## src/rtl/cv32e40p_fpu_pkg.sv

```systemverilog
// cv32e40p_fpu_pkg: shared widths, defaults and buffer entry/result types for the FPU X-IF buffer
package cv32e40p_fpu_pkg;
  localparam int C_FLEN = 32;
  localparam int C_ID_WIDTH = 4;
  localparam int C_DEPTH = 4;
  localparam int C_MAX_OUTSTANDING = 2;
  typedef logic [3:0] fp_op_t;
  typedef logic [2:0] fp_fmt_t;
  typedef logic [2:0] fp_rm_t;
  typedef struct packed {
    logic [C_ID_WIDTH-1:0] id;
    fp_op_t op;
    logic op_mod;
    fp_fmt_t fmt;
    fp_rm_t rm;
    logic [2:0][C_FLEN-1:0] rs;
    logic committed;
    logic killed;
  } fpu_xif_entry_t;
  typedef struct packed {
    logic [C_ID_WIDTH-1:0] id;
    logic [C_FLEN-1:0] data;
    logic [4:0] fflags;
  } fpu_xif_result_t;
endpackage

```

## src/rtl/cv32e40p_fpu_xif_buffer_if.sv

```systemverilog
// cv32e40p_fpu_xif_buffer_if: X-IF issue/commit/result and FPU request/response bundle
interface cv32e40p_fpu_xif_buffer_if;
  import cv32e40p_fpu_pkg::*;
  logic x_issue_valid;
  logic x_issue_ready;
  logic [C_ID_WIDTH-1:0] x_issue_id;
  fp_op_t x_issue_op;
  logic x_issue_op_mod;
  fp_fmt_t x_issue_fmt;
  fp_rm_t x_issue_rm;
  logic [2:0][C_FLEN-1:0] x_issue_rs;
  logic x_commit_valid;
  logic [C_ID_WIDTH-1:0] x_commit_id;
  logic x_commit_kill;
  logic fpu_req_valid;
  logic fpu_req_ready;
  logic [C_ID_WIDTH-1:0] fpu_req_tag;
  fp_op_t fpu_req_op;
  logic fpu_req_op_mod;
  fp_fmt_t fpu_req_fmt;
  fp_rm_t fpu_req_rm;
  logic [2:0][C_FLEN-1:0] fpu_req_rs;
  logic fpu_rsp_valid;
  logic fpu_rsp_ready;
  logic [C_ID_WIDTH-1:0] fpu_rsp_tag;
  logic [C_FLEN-1:0] fpu_rsp_result;
  logic [4:0] fpu_rsp_fflags;
  logic x_result_valid;
  logic x_result_ready;
  logic [C_ID_WIDTH-1:0] x_result_id;
  logic [C_FLEN-1:0] x_result_data;
  logic [4:0] x_result_fflags;
  logic busy;
  modport slave (
    input x_issue_valid, x_issue_id, x_issue_op, x_issue_op_mod, x_issue_fmt, x_issue_rm, x_issue_rs,
    input x_commit_valid, x_commit_id, x_commit_kill,
    input fpu_req_ready, fpu_rsp_valid, fpu_rsp_tag, fpu_rsp_result, fpu_rsp_fflags, x_result_ready,
    output x_issue_ready, fpu_req_valid, fpu_req_tag, fpu_req_op, fpu_req_op_mod, fpu_req_fmt, fpu_req_rm,
    output fpu_req_rs, fpu_rsp_ready, x_result_valid, x_result_id, x_result_data, x_result_fflags, busy
  );
  modport master (
    output x_issue_valid, x_issue_id, x_issue_op, x_issue_op_mod, x_issue_fmt, x_issue_rm, x_issue_rs,
    output x_commit_valid, x_commit_id, x_commit_kill,
    output fpu_req_ready, fpu_rsp_valid, fpu_rsp_tag, fpu_rsp_result, fpu_rsp_fflags, x_result_ready,
    input x_issue_ready, fpu_req_valid, fpu_req_tag, fpu_req_op, fpu_req_op_mod, fpu_req_fmt, fpu_req_rm,
    input fpu_req_rs, fpu_rsp_ready, x_result_valid, x_result_id, x_result_data, x_result_fflags, busy
  );
endinterface

```

## src/rtl/cv32e40p_fpu_xif_result_reg.sv

```systemverilog
// cv32e40p_fpu_xif_result_reg: one-entry valid/ready register holding an FPU result for the X-IF
module cv32e40p_fpu_xif_result_reg
  import cv32e40p_fpu_pkg::*;
(
  input  logic clk_i,
  input  logic rst_ni,
  input  logic rsp_valid,
  output logic rsp_ready,
  input  fpu_xif_result_t rsp_data,
  output logic res_valid,
  input  logic res_ready,
  output fpu_xif_result_t res_data
);
  assign rsp_ready = !res_valid || res_ready;
  // Load on response handshake; drop valid once the consumer takes it without a replacement
  always_ff @(posedge clk_i or negedge rst_ni)
    if (!rst_ni) begin
      res_valid <= 1'b0;
      res_data <= '0;
    end else if (rsp_valid && rsp_ready) begin
      res_valid <= 1'b1;
      res_data <= rsp_data;
    end else if (res_ready) begin
      res_valid <= 1'b0;
    end
endmodule

```

## src/rtl/cv32e40p_fpu_xif_buffer.sv

```systemverilog
// cv32e40p_fpu_xif_buffer: holds issued FP ops until commit, dispatches them in order to the FPU
module cv32e40p_fpu_xif_buffer
  import cv32e40p_fpu_pkg::*;
#(
  parameter int DEPTH = C_DEPTH,
  parameter int MAX_OUTSTANDING = C_MAX_OUTSTANDING
) (
  input logic clk_i,
  input logic rst_ni,
  cv32e40p_fpu_xif_buffer_if.slave bus
);
  localparam int PW = $clog2(DEPTH);
  localparam int CW = PW + 1;
  localparam int OW = $clog2(MAX_OUTSTANDING + 1);
  fpu_xif_entry_t mem_q [DEPTH];
  fpu_xif_entry_t head, new_entry;
  fpu_xif_result_t rsp, res;
  logic [PW-1:0] wr_ptr, rd_ptr;
  logic [CW-1:0] count;
  logic [OW-1:0] outstanding;
  logic [DEPTH-1:0] live;
  logic push, pop, head_live, req_fire, rsp_fire, new_hit;
  for (genvar g = 0; g < DEPTH; g++) begin : g_live
    assign live[g] = {1'b0, PW'(g) - rd_ptr} < count;
  end
  assign head = mem_q[rd_ptr];
  assign head_live = count != '0;
  assign bus.x_issue_ready = count < CW'(DEPTH);
  assign push = bus.x_issue_valid && bus.x_issue_ready;
  assign bus.fpu_req_valid = head_live && head.committed && !head.killed
                             && outstanding < OW'(MAX_OUTSTANDING);
  assign req_fire = bus.fpu_req_valid && bus.fpu_req_ready;
  assign rsp_fire = bus.fpu_rsp_valid && bus.fpu_rsp_ready;
  assign pop = (head_live && head.killed) || req_fire;
  assign new_hit = bus.x_commit_valid && bus.x_commit_id == bus.x_issue_id;
  // Request fields are forced to zero while idle so the FPU never sees stale storage
  assign bus.fpu_req_tag = bus.fpu_req_valid ? head.id : '0;
  assign bus.fpu_req_op = bus.fpu_req_valid ? head.op : '0;
  assign bus.fpu_req_op_mod = bus.fpu_req_valid && head.op_mod;
  assign bus.fpu_req_fmt = bus.fpu_req_valid ? head.fmt : '0;
  assign bus.fpu_req_rm = bus.fpu_req_valid ? head.rm : '0;
  assign bus.fpu_req_rs = bus.fpu_req_valid ? head.rs : '0;
  assign bus.busy = head_live || outstanding != '0 || bus.x_result_valid;
  // New entry picks up a commit for its own id arriving in the same cycle
  always_comb begin
    new_entry = '{id: bus.x_issue_id, op: bus.x_issue_op, op_mod: bus.x_issue_op_mod,
                  fmt: bus.x_issue_fmt, rm: bus.x_issue_rm, rs: bus.x_issue_rs,
                  committed: new_hit, killed: new_hit && bus.x_commit_kill};
  end
  // Entry storage: write on push, mark commit/kill on live entries matching the commit id
  always_ff @(posedge clk_i)
    for (int i = 0; i < DEPTH; i++)
      if (push && wr_ptr == PW'(i)) mem_q[i] <= new_entry;
      else if (live[i] && bus.x_commit_valid && mem_q[i].id == bus.x_commit_id) begin
        mem_q[i].committed <= 1'b1;
        mem_q[i].killed <= bus.x_commit_kill;
      end
  // Pointers, occupancy and in-flight count
  always_ff @(posedge clk_i or negedge rst_ni)
    if (!rst_ni) begin
      wr_ptr <= '0;
      rd_ptr <= '0;
      count <= '0;
      outstanding <= '0;
    end else begin
      wr_ptr <= wr_ptr + PW'(push);
      rd_ptr <= rd_ptr + PW'(pop);
      count <= count + CW'(push) - CW'(pop);
      outstanding <= outstanding + OW'(req_fire) - OW'(rsp_fire);
    end
  assign rsp = '{id: bus.fpu_rsp_tag, data: bus.fpu_rsp_result, fflags: bus.fpu_rsp_fflags};
  cv32e40p_fpu_xif_result_reg u_result (
    .clk_i(clk_i),
    .rst_ni(rst_ni),
    .rsp_valid(bus.fpu_rsp_valid),
    .rsp_ready(bus.fpu_rsp_ready),
    .rsp_data(rsp),
    .res_valid(bus.x_result_valid),
    .res_ready(bus.x_result_ready),
    .res_data(res)
  );
  assign bus.x_result_id = res.id;
  assign bus.x_result_data = res.data;
  assign bus.x_result_fflags = res.fflags;
endmodule

```

## src/flat_wrapper.sv

```systemverilog
// flat-port wrapper written by rule: the top's interface ports become plain ports
module cv32e40p_fpu_xif_buffer_flat import cv32e40p_fpu_pkg::*;
#(
  parameter int DEPTH = C_DEPTH,
  parameter int MAX_OUTSTANDING = C_MAX_OUTSTANDING
)
  (clk_i, rst_ni, bus_x_issue_valid, bus_x_issue_id, bus_x_issue_op, bus_x_issue_op_mod, bus_x_issue_fmt, bus_x_issue_rm, bus_x_issue_rs, bus_x_commit_valid, bus_x_commit_id, bus_x_commit_kill, bus_fpu_req_ready, bus_fpu_rsp_valid, bus_fpu_rsp_tag, bus_fpu_rsp_result, bus_fpu_rsp_fflags, bus_x_result_ready, bus_x_issue_ready, bus_fpu_req_valid, bus_fpu_req_tag, bus_fpu_req_op, bus_fpu_req_op_mod, bus_fpu_req_fmt, bus_fpu_req_rm, bus_fpu_req_rs, bus_fpu_rsp_ready, bus_x_result_valid, bus_x_result_id, bus_x_result_data, bus_x_result_fflags, bus_busy);
  cv32e40p_fpu_xif_buffer_if bus_i ();
  input logic clk_i;
  input logic rst_ni;
  input wire logic [$bits(bus_i.x_issue_valid)-1:0] bus_x_issue_valid;
  input wire logic [$bits(bus_i.x_issue_id)-1:0] bus_x_issue_id;
  input wire logic [$bits(bus_i.x_issue_op)-1:0] bus_x_issue_op;
  input wire logic [$bits(bus_i.x_issue_op_mod)-1:0] bus_x_issue_op_mod;
  input wire logic [$bits(bus_i.x_issue_fmt)-1:0] bus_x_issue_fmt;
  input wire logic [$bits(bus_i.x_issue_rm)-1:0] bus_x_issue_rm;
  input wire logic [$bits(bus_i.x_issue_rs)-1:0] bus_x_issue_rs;
  input wire logic [$bits(bus_i.x_commit_valid)-1:0] bus_x_commit_valid;
  input wire logic [$bits(bus_i.x_commit_id)-1:0] bus_x_commit_id;
  input wire logic [$bits(bus_i.x_commit_kill)-1:0] bus_x_commit_kill;
  input wire logic [$bits(bus_i.fpu_req_ready)-1:0] bus_fpu_req_ready;
  input wire logic [$bits(bus_i.fpu_rsp_valid)-1:0] bus_fpu_rsp_valid;
  input wire logic [$bits(bus_i.fpu_rsp_tag)-1:0] bus_fpu_rsp_tag;
  input wire logic [$bits(bus_i.fpu_rsp_result)-1:0] bus_fpu_rsp_result;
  input wire logic [$bits(bus_i.fpu_rsp_fflags)-1:0] bus_fpu_rsp_fflags;
  input wire logic [$bits(bus_i.x_result_ready)-1:0] bus_x_result_ready;
  output wire logic [$bits(bus_i.x_issue_ready)-1:0] bus_x_issue_ready;
  output wire logic [$bits(bus_i.fpu_req_valid)-1:0] bus_fpu_req_valid;
  output wire logic [$bits(bus_i.fpu_req_tag)-1:0] bus_fpu_req_tag;
  output wire logic [$bits(bus_i.fpu_req_op)-1:0] bus_fpu_req_op;
  output wire logic [$bits(bus_i.fpu_req_op_mod)-1:0] bus_fpu_req_op_mod;
  output wire logic [$bits(bus_i.fpu_req_fmt)-1:0] bus_fpu_req_fmt;
  output wire logic [$bits(bus_i.fpu_req_rm)-1:0] bus_fpu_req_rm;
  output wire logic [$bits(bus_i.fpu_req_rs)-1:0] bus_fpu_req_rs;
  output wire logic [$bits(bus_i.fpu_rsp_ready)-1:0] bus_fpu_rsp_ready;
  output wire logic [$bits(bus_i.x_result_valid)-1:0] bus_x_result_valid;
  output wire logic [$bits(bus_i.x_result_id)-1:0] bus_x_result_id;
  output wire logic [$bits(bus_i.x_result_data)-1:0] bus_x_result_data;
  output wire logic [$bits(bus_i.x_result_fflags)-1:0] bus_x_result_fflags;
  output wire logic [$bits(bus_i.busy)-1:0] bus_busy;
  assign bus_i.x_issue_valid = bus_x_issue_valid;
  assign bus_i.x_issue_id = bus_x_issue_id;
  assign bus_i.x_issue_op = bus_x_issue_op;
  assign bus_i.x_issue_op_mod = bus_x_issue_op_mod;
  assign bus_i.x_issue_fmt = bus_x_issue_fmt;
  assign bus_i.x_issue_rm = bus_x_issue_rm;
  assign bus_i.x_issue_rs = bus_x_issue_rs;
  assign bus_i.x_commit_valid = bus_x_commit_valid;
  assign bus_i.x_commit_id = bus_x_commit_id;
  assign bus_i.x_commit_kill = bus_x_commit_kill;
  assign bus_i.fpu_req_ready = bus_fpu_req_ready;
  assign bus_i.fpu_rsp_valid = bus_fpu_rsp_valid;
  assign bus_i.fpu_rsp_tag = bus_fpu_rsp_tag;
  assign bus_i.fpu_rsp_result = bus_fpu_rsp_result;
  assign bus_i.fpu_rsp_fflags = bus_fpu_rsp_fflags;
  assign bus_i.x_result_ready = bus_x_result_ready;
  assign bus_x_issue_ready = bus_i.x_issue_ready;
  assign bus_fpu_req_valid = bus_i.fpu_req_valid;
  assign bus_fpu_req_tag = bus_i.fpu_req_tag;
  assign bus_fpu_req_op = bus_i.fpu_req_op;
  assign bus_fpu_req_op_mod = bus_i.fpu_req_op_mod;
  assign bus_fpu_req_fmt = bus_i.fpu_req_fmt;
  assign bus_fpu_req_rm = bus_i.fpu_req_rm;
  assign bus_fpu_req_rs = bus_i.fpu_req_rs;
  assign bus_fpu_rsp_ready = bus_i.fpu_rsp_ready;
  assign bus_x_result_valid = bus_i.x_result_valid;
  assign bus_x_result_id = bus_i.x_result_id;
  assign bus_x_result_data = bus_i.x_result_data;
  assign bus_x_result_fflags = bus_i.x_result_fflags;
  assign bus_busy = bus_i.busy;
  cv32e40p_fpu_xif_buffer #(.DEPTH(DEPTH), .MAX_OUTSTANDING(MAX_OUTSTANDING)) u_core (.clk_i(clk_i), .rst_ni(rst_ni), .bus(bus_i));
endmodule
```

## config.mk

```make
export PLATFORM = sky130hd
export DESIGN_NAME = cv32e40p_fpu_xif_buffer_flat
export DESIGN_NICKNAME = d
export VERILOG_FILES = /design/src/rtl/cv32e40p_fpu_pkg.sv /design/src/rtl/cv32e40p_fpu_xif_buffer_if.sv /design/src/rtl/cv32e40p_fpu_xif_result_reg.sv /design/src/rtl/cv32e40p_fpu_xif_buffer.sv /design/src/flat_wrapper.sv
export SDC_FILE = /design/constraint.sdc
export NUM_CORES = 1
export LEC_CHECK = 0
export BUFFER_PORTS_ARGS = -buffer_cell sky130_fd_sc_hd__buf_4
export CAP_MARGIN = 0
export CELL_PAD_IN_SITES_DETAIL_PLACEMENT = 1
export CELL_PAD_IN_SITES_GLOBAL_PLACEMENT = 2
export CORE_MARGIN = 8
export CORE_UTILIZATION = 38
export DETAILED_ROUTE_END_ITERATION = 8
export PLACE_DENSITY_LB_ADDON = 0.1
export SLEW_MARGIN = 40
export SYNTH_ARGS = -nofsm -noshare
export SYNTH_HDL_FRONTEND = slang
export SYNTH_SLANG_ARGS = --single-unit
```

## constraint.sdc

```tcl
create_clock -name clk_i -period 9.7 [get_ports clk_i]
set_input_delay 1.94 -clock clk_i [delete_from_list [all_inputs] [get_ports clk_i]]
set_output_delay 1.94 -clock clk_i [all_outputs]
set_load 0.05 [all_outputs]
```

==> impl_metrics.toml, run 1 <==
[synth]
synth_nets = 1096
synth-seq-cells = 503
netlist_instances = 921
netlist_area_um2 = 19600
yosysSeqAreaShare = 0.756
yosysWarnings = 0
synth.distinct_cells = 35
syn_area_per_cell_um2 = 21.3

[clock_tree]
cts_resized = 0
holdBufCountCts = 0
post_cts_buffers = 0
path_clk_slew_ns = 0.06
clockRootBuffer = "clkbuf_16"
clkLatencyLatePin_ns = 0.59
clockBufferDepth = 3
clkSinkCount = 503
cts_tree = "yes"
cts_max_level = 2
cts_buffers = 54

[place]
dpl.cell_count = 1887
port_buffers = 320
gp_congestion = 0.678
dp_hpwl_mm = 28.7
placed_cell_area_um2 = 22800
dpl_worst_slack_ns = 3.70

[floorplanning]
die_area_um2 = 59200
die_h_um = 243
io_pins = 321
rows = 83
die_x_um = 243
core_um2 = 51200
start_util = 0.384

[layout]
fin_util = 0.480
final_cells = 1990
drive_above_1_share = 0.445
syn2layout_area_growth_pct = 25.2
nNetsFinal = 1439
final.fill_count = 4764
fin_area_um2 = 24600

[critical_path]
r2r_slack_ns = 5.90
path_buf_inv = 3
cp_data_arrival_time_ns = 4.31
max_stage_delay_ns = 0.90
crit_family = "buffers and inverters"
worst-setup-path-type = "reg2out"
cp_cell_sequence = "buf_6, mux4_2, nand3_4, buf_6, nor2b_1, buf_4"
crit_top_cell = "buf_6"
endpoint_kind = "output pin"
slowest_stage = "dfrtp_4"
crit_required_ns = 7.76
start_kind = "flop"
cp_max_fo = 80

[timing]
finalSetupViolCount = 0
hold_viol = 0
clock_skew_ns = 0.00978
finalCritPeriodShare = 0.644
period_minus_slack_ns = 6.25
finalSetupTns_ns = 0
tightest_slew_ns = 0.750
max-slew-margin-rel = 0.500
rsz0062_at_grt = "no"
hold_slack_ns = 0.504
setup_ws_ns = 3.45
finalMaxSlewViolations = 0
fmax_mhz = 160

[power_and_ir_drop]
finalPower_mw = 7.17
p_leak_nw = 8.78
peakVddDrop_mv = 0.141
power_density_nw_per_um2 = 292

[status]
status = "finished, final reports clean"

[drt]
drc_errors = 0
finalWirelength_mm = 45.4
wl_per_cell_um = 22.8
drt_iter0_drc = 361
dr.pass1.iters = 4
num_vias = 9630
viasPerCell = 4.84
detail-route-antenna-nets = 0

[min_path]
hp-class = "reg2reg"

[global_routing]
grt_max_degree = 81
grt_use_total = 0.151
grt_pass1_wl_mm = 68.7
antenna_found_initial = 3
grt_overflow_total = 0
grt_pass1_vias = 10786

[job]
drv_cap = 0
-- worst register-to-register path, stage by stage, from the launching register on --
cell	delay, ns
dfrtp_4	0.90
buf_6	0.59
mux4_2	0.67
a31oi_1	0.21
nor2_1	0.09
ha_1	0.30
inv_1	0.05
ha_1	0.13
inv_1	0.05
fa_1	0.41
xnor2_1	0.15
xnor2_1	0.12
-- worst paths after layout --
kind                                                          from                                        to  cells after the start
max                                     u_core.rd_ptr[0]$_DFF_PN0_                        bus_fpu_req_rs[24]                      6
min                        u_core.u_result.res_data[9]$_DFFE_PN0P_   u_core.u_result.res_data[9]$_DFFE_PN0P_                      1
max reg2reg                             u_core.rd_ptr[0]$_DFF_PN0_                 u_core.count[2]$_DFF_PN0_                     11
min reg2reg                u_core.u_result.res_data[9]$_DFFE_PN0P_   u_core.u_result.res_data[9]$_DFFE_PN0P_                      1
max in group asynchronous                                   rst_ni                u_core.rd_ptr[0]$_DFF_PN0_                      1
min in group asynchronous                                   rst_ni  u_core.u_result.res_data[11]$_DFFE_PN0P_                      1
-- layer usage --
layer  GRT usage  part of all wire
met5           0           0.00060
met4      0.0402             0.018
met3      0.0473             0.066
met2       0.253              0.50
met1       0.190              0.42
-- power by group --
part	leakage (nW)	switching [mW]	internal, mW
sequential	4.70	0.159	2.71
combinational	3.23	1.37	0.942
clock	0.853	0.807	1.18
total	8.78	2.33	4.84
-- kinds of logic (layout without fill, tap and decap cells) --
group | after synthesis | in the layout | share of synthesized area
AO/OA/AOI/OAI | 15 | 15 | 0.00554
XOR/XNOR | 27 | 27 | 0.0120
adder cells (fa/ha/maj) | 11 | 11 | 0.00739
buffers and inverters | 62 | 450 | 0.0162
flip-flops | 503 | 503 | 0.756
multiplexers | 154 | 154 | 0.153
other | 0 | 1 | 0
AND/OR/NAND/NOR | 149 | 149 | 0.0500
-- cell usage after synthesis, drive strengths merged --
cell	count	area, µm²
xor2	19	166
dfxtp	1	20.0
o22ai	1	6.26
xnor2	8	70.1
mux2	41	462
inv	15	56.3
nand2b	3	18.8
nor2	4	15.0
edfxtp	451	13500
ha	10	125
a41o	3	30.0
nor2b	113	782
fa	1	20.0
clkbuf	19	71.3
nand3	4	25.0
nand4bb	3	33.8
nor4	1	6.26
buf	28	190
nor3b	1	7.51
a31oi	2	12.5
nand2	11	41.3
nand3b	1	7.51
o21ai	2	10.0
and3b	1	8.76
nor3	6	30.0
a21oi	1	5.00
a22oi	1	7.51
mux4	113	2540
dfrtp	51	1280
and3	1	6.26
a21boi	5	37.5
-- sequential cells by signal, summed over array words and instances (netlist names) --
register                   flops
u_core.u_result.res_valid      1
u_core.count                   3
u_core.outstanding             2
u_core.mem_q                 452
u_core.rd_ptr                  2
u_core.wr_ptr                  2
u_core.u_result.res_data      41
-- layout by cell type (no fill, tap or decap), types with 3 or more instances in the layout --
cell and count:
clkbuf_1 19, nor3_1 6, mux2_2 41, a21boi_0 5, nor2b_4 10, nor2_1 4, edfxtp_1 451, nand4bb_1 3
clkbuf_8 7, a41o_1 3, buf_4 325, xnor2_1 8, dfrtp_1 49, ha_1 10, clkbuf_16 59, inv_1 14
clkinv_1 5, mux4_2 113, buf_12 3, nand2b_1 3, nand3_1 3, nand2_1 10, buf_6 6, clkinv_2 8
nor2b_1 103, xor2_1 19
-- layout make-up --
| class | instances | area [µm²] | share of cell area |
|---|---|---|---|
| antenna | 1 | 2.50 | 0.000102 |
| inverter | 15 | 61.3 | 0.00249 |
| multi-input combinational | 356 | 4510 | 0.184 |
| clock inverter | 16 | 104 | 0.00422 |
| timing repair buffer | 334 | 2570 | 0.104 |
| tap | 680 | 851 | 0.0346 |
| clock buffer | 85 | 1640 | 0.0669 |
| sequential | 503 | 14800 | 0.604 |
(Power assumes the default switching activity.)
==> run 2: changes to the inputs <==
--- a/config.mk
+++ b/config.mk
@@ -5,12 +5,13 @@
 export SDC_FILE = /design/constraint.sdc
 export NUM_CORES = 1
 export LEC_CHECK = 0
+export ABC_AREA = 1
 export BUFFER_PORTS_ARGS = -buffer_cell sky130_fd_sc_hd__buf_4
 export CAP_MARGIN = 0
 export CELL_PAD_IN_SITES_DETAIL_PLACEMENT = 1
 export CELL_PAD_IN_SITES_GLOBAL_PLACEMENT = 2
 export CORE_MARGIN = 8
-export CORE_UTILIZATION = 38
+export CORE_UTILIZATION = 34
 export DETAILED_ROUTE_END_ITERATION = 8
 export PLACE_DENSITY_LB_ADDON = 0.1
 export SLEW_MARGIN = 40
==> constraint.sdc (replaced) <==
create_clock -name clk_i -period 5.2 [get_ports clk_i]
set_input_delay 1.04 -clock clk_i [delete_from_list [all_inputs] [get_ports clk_i]]
set_output_delay 1.04 -clock clk_i [all_outputs]
set_load 0.05 [all_outputs]
==> run 2 against run 1 <==
  * Routed wire length grew 26%
  * Setup slack lost 2.7 ns
  * Combinational power grew 110%
  * Count of clock-buffer cells in the layout shrank 16
  * Clock skew grew 0.0043 ns
  * Hold slack lost 0.023 ns
  * Register-to-register slack lost 4.0 ns
  * Critical path type unchanged
==> impl_metrics.toml, run 2 <==
[floorplanning]
core_um2 = 57600
io_pins = 321
die_area_um2 = 66200
die_h_um = 257
start_util = 0.344
die_x_um = 257
rows = 88

[synth]
synth.distinct_cells = 30
synth_nets = 1763
synth_area_leader_cell = "edfxtp_1"
yosysSeqAreaShare = 0.750
netlist_instances = 1588
synth_edf_count = 451
synth_commonest_cells = "nand2_1 (491), edfxtp_1 (451), nand3_1 (175)"
synth.most_common_cell = "nand2_1"
synth_top_area_share = 0.685
async_reset_ff_frac = 0.101
synth-seq-cells = 503
syn_area_per_cell_um2 = 12.5
yosysWarnings = 0
synthTopCellsByArea = "edfxtp_1 (68%), nand2_1 (9.3%), dfrtp_1 (6.5%), nand3_1 (4.4%), a21oi_1 (3.6%)"
synth_ff_type = "edfxtp_1"
netlist_area_um2 = 19800

[place]
dpl_worst_slack_ns = 1.28
placed_cell_area_um2 = 23000
dp_hpwl_mm = 35.9
gp_congestion = 0.752
port_buffers = 320

[layout]
fin_area_um2 = 24600
syn2layout_area_growth_pct = 24.6
regArea_um2 = 14800
largest_register_ffs = 452
top_register = "u_core.mem_q"
drive_above_1_share = 0.231
nNetsFinal = 2081
mostFrequentLayoutCell = "nand2_1"
final.fill_count = 6079
largest_registers = "u_core.mem_q x452, u_core.u_result.res_data x41, u_core.count x3"
multi_input_area_um2 = 4370
layout_common_cells = "nand2_1 (491), edfxtp_1 (451), buf_4 (333), nand3_1 (175), a21oi_1 (141)"

[global_routing]
grt_pass1_vias = 14545
grt_use_total = 0.169
grt_max_degree = 111
grt_pass1_wl_mm = 87.4
grt_overflow_total = 0
antenna_found_initial = 4

[clock_tree]
path_clk_slew_ns = 0.06
clkSinkCount = 503
cts_tree = "yes"
clkLatencyLatePin_ns = 0.59
clockBufferDepth = 3
clockRootBuffer = "clkbuf_16"
cts_max_level = 2
cts_resized = 0
cts_buffers = 55
holdBufCountCts = 0
post_cts_buffers = 0

[critical_path]
cp_data_arrival_time_ns = 3.41
cp_cell_sequence = "inv_4, a21oi_1, nor2_2, nand3_4, buf_12, a21oi_1, buf_4"
cp_max_fo = 58
slowest_stage = "inv_4"
max_stage_delay_ns = 0.64
crit_top_cell = "a21oi_1"
crit_required_ns = 4.16
worst-setup-path-type = "reg2out"
start_kind = "flop"
endpoint_kind = "output pin"

[timing]
finalCritPeriodShare = 0.855
max-slew-margin-rel = 0.469
rsz0062_at_grt = "no"
fmax_mhz = 225
finalSetupViolCount = 0
period_minus_slack_ns = 4.45
hold_viol = 0
finalMaxSlewViolations = 0
setup_ws_ns = 0.753
clock_skew_ns = 0.0141
finalSetupTns_ns = 0
tightest_slew_ns = 0.796

[drt]
met2_length_mm = 29.5
wl_met3_mm = 2.92
dr.pass1.iters = 5
wl_per_cell_um = 21.1
viasPerCell = 4.84
highest_layer = "met5"
finalWirelength_mm = 57.2
drc_errors = 0
detail-route-antenna-nets = 0
drt-met1-wl_mm = 23.7
drt_iter0_drc = 560
num_vias = 13122

[min_path]
hp-class = "reg2reg"

[power_and_ir_drop]
peakVddDrop_mv = 0.290
p_leak_nw = 9.65
power_density_nw_per_um2 = 558
finalPower_mw = 13.8

[job]
drv_cap = 0

[status]
status = "finished, final reports clean"
-- run 2: cell type report --
| class | count | share of cell area |
|---|---|---|
| Clock inverter | 27 | 0.00660 |
| Multi-Input combinational cell | 956 | 0.177 |
| Tap cell | 765 | 0.0388 |
| Sequential cell | 503 | 0.602 |
| Inverter | 49 | 0.00848 |
| Timing Repair Buffer | 341 | 0.107 |
| Antenna cell | 2 | 0.000203 |
| Clock buffer | 69 | 0.0592 |
-- run 2: worst max-delay path: cells and delay by family, from the launching register on --
family,cells,cell delay [ns]
compound gates,2,0.35
buf+inv,3,1.27
flops,1,0.55
simple gates,2,0.59
-- run 2: routing by layer --
| layer | GRT usage | vias up |
|---|---|---|
| li1 | - | 6189 |
| met3 | 0.0411 | 69 |
| met4 | 0.0388 | 4 |
| met5 | 0 | - |
| met2 | 0.303 | 253 |
| met1 | 0.203 | 6607 |
-- run 2: per-stage QoR --
| step | util | std cells | hold WS (ns) |
|---|---|---|---|
| 4_1_cts | 0.428 | 2710 | 0.485 |
| 6_report | 0.428 | 2712 | 0.480 |
| 3_3_place_gp | 0.400 | 2614 | 0.464 |
| 5_1_grt | 0.428 | 2710 | 0.501 |
| 3_5_place_dp | 0.400 | 2614 | 0.468 |
| 2_1_floorplan | - | 1588 | 0.442 |
-- run 2: path summary, 6_finish.rpt --
check,to,slack (ns),cells past startpoint,from
hold / removal,u_core.u_result.res_data[5]$_DFFE_PN0P_,0.48,2,u_core.u_result.res_data[5]$_DFFE_PN0P_
hold reg to reg,u_core.u_result.res_data[5]$_DFFE_PN0P_,0.48,2,u_core.u_result.res_data[5]$_DFFE_PN0P_
max in group asynchronous,u_core.rd_ptr[0]$_DFF_PN0_,4.17,1,rst_ni
min in group asynchronous,u_core.u_result.res_data[0]$_DFFE_PN0P_,0.49,1,rst_ni
setup reg to reg,u_core.count[2]$_DFF_PN0_,1.95,13,u_core.rd_ptr[1]$_DFF_PN0_
setup / recovery,bus_fpu_req_op[2],0.75,7,u_core.rd_ptr[1]$_DFF_PN0_
-- run 2: where the power goes --
group	internal [mW]	switching (mW)	leakage (nW)
registers	5.06	0.249	4.73
logic	1.26	3.61	4.13
clock network	2.02	1.56	0.793
-- run 2: cells by family after synthesis --
| kind of cell | share of synthesized area |
|---|---|
| fa+ha+maj | 0.00734 |
| xor+xnor | 0.00398 |
| buf+inv | 0.0304 |
| flops | 0.750 |
| simple gates | 0.156 |
| compound gates | 0.0521 |
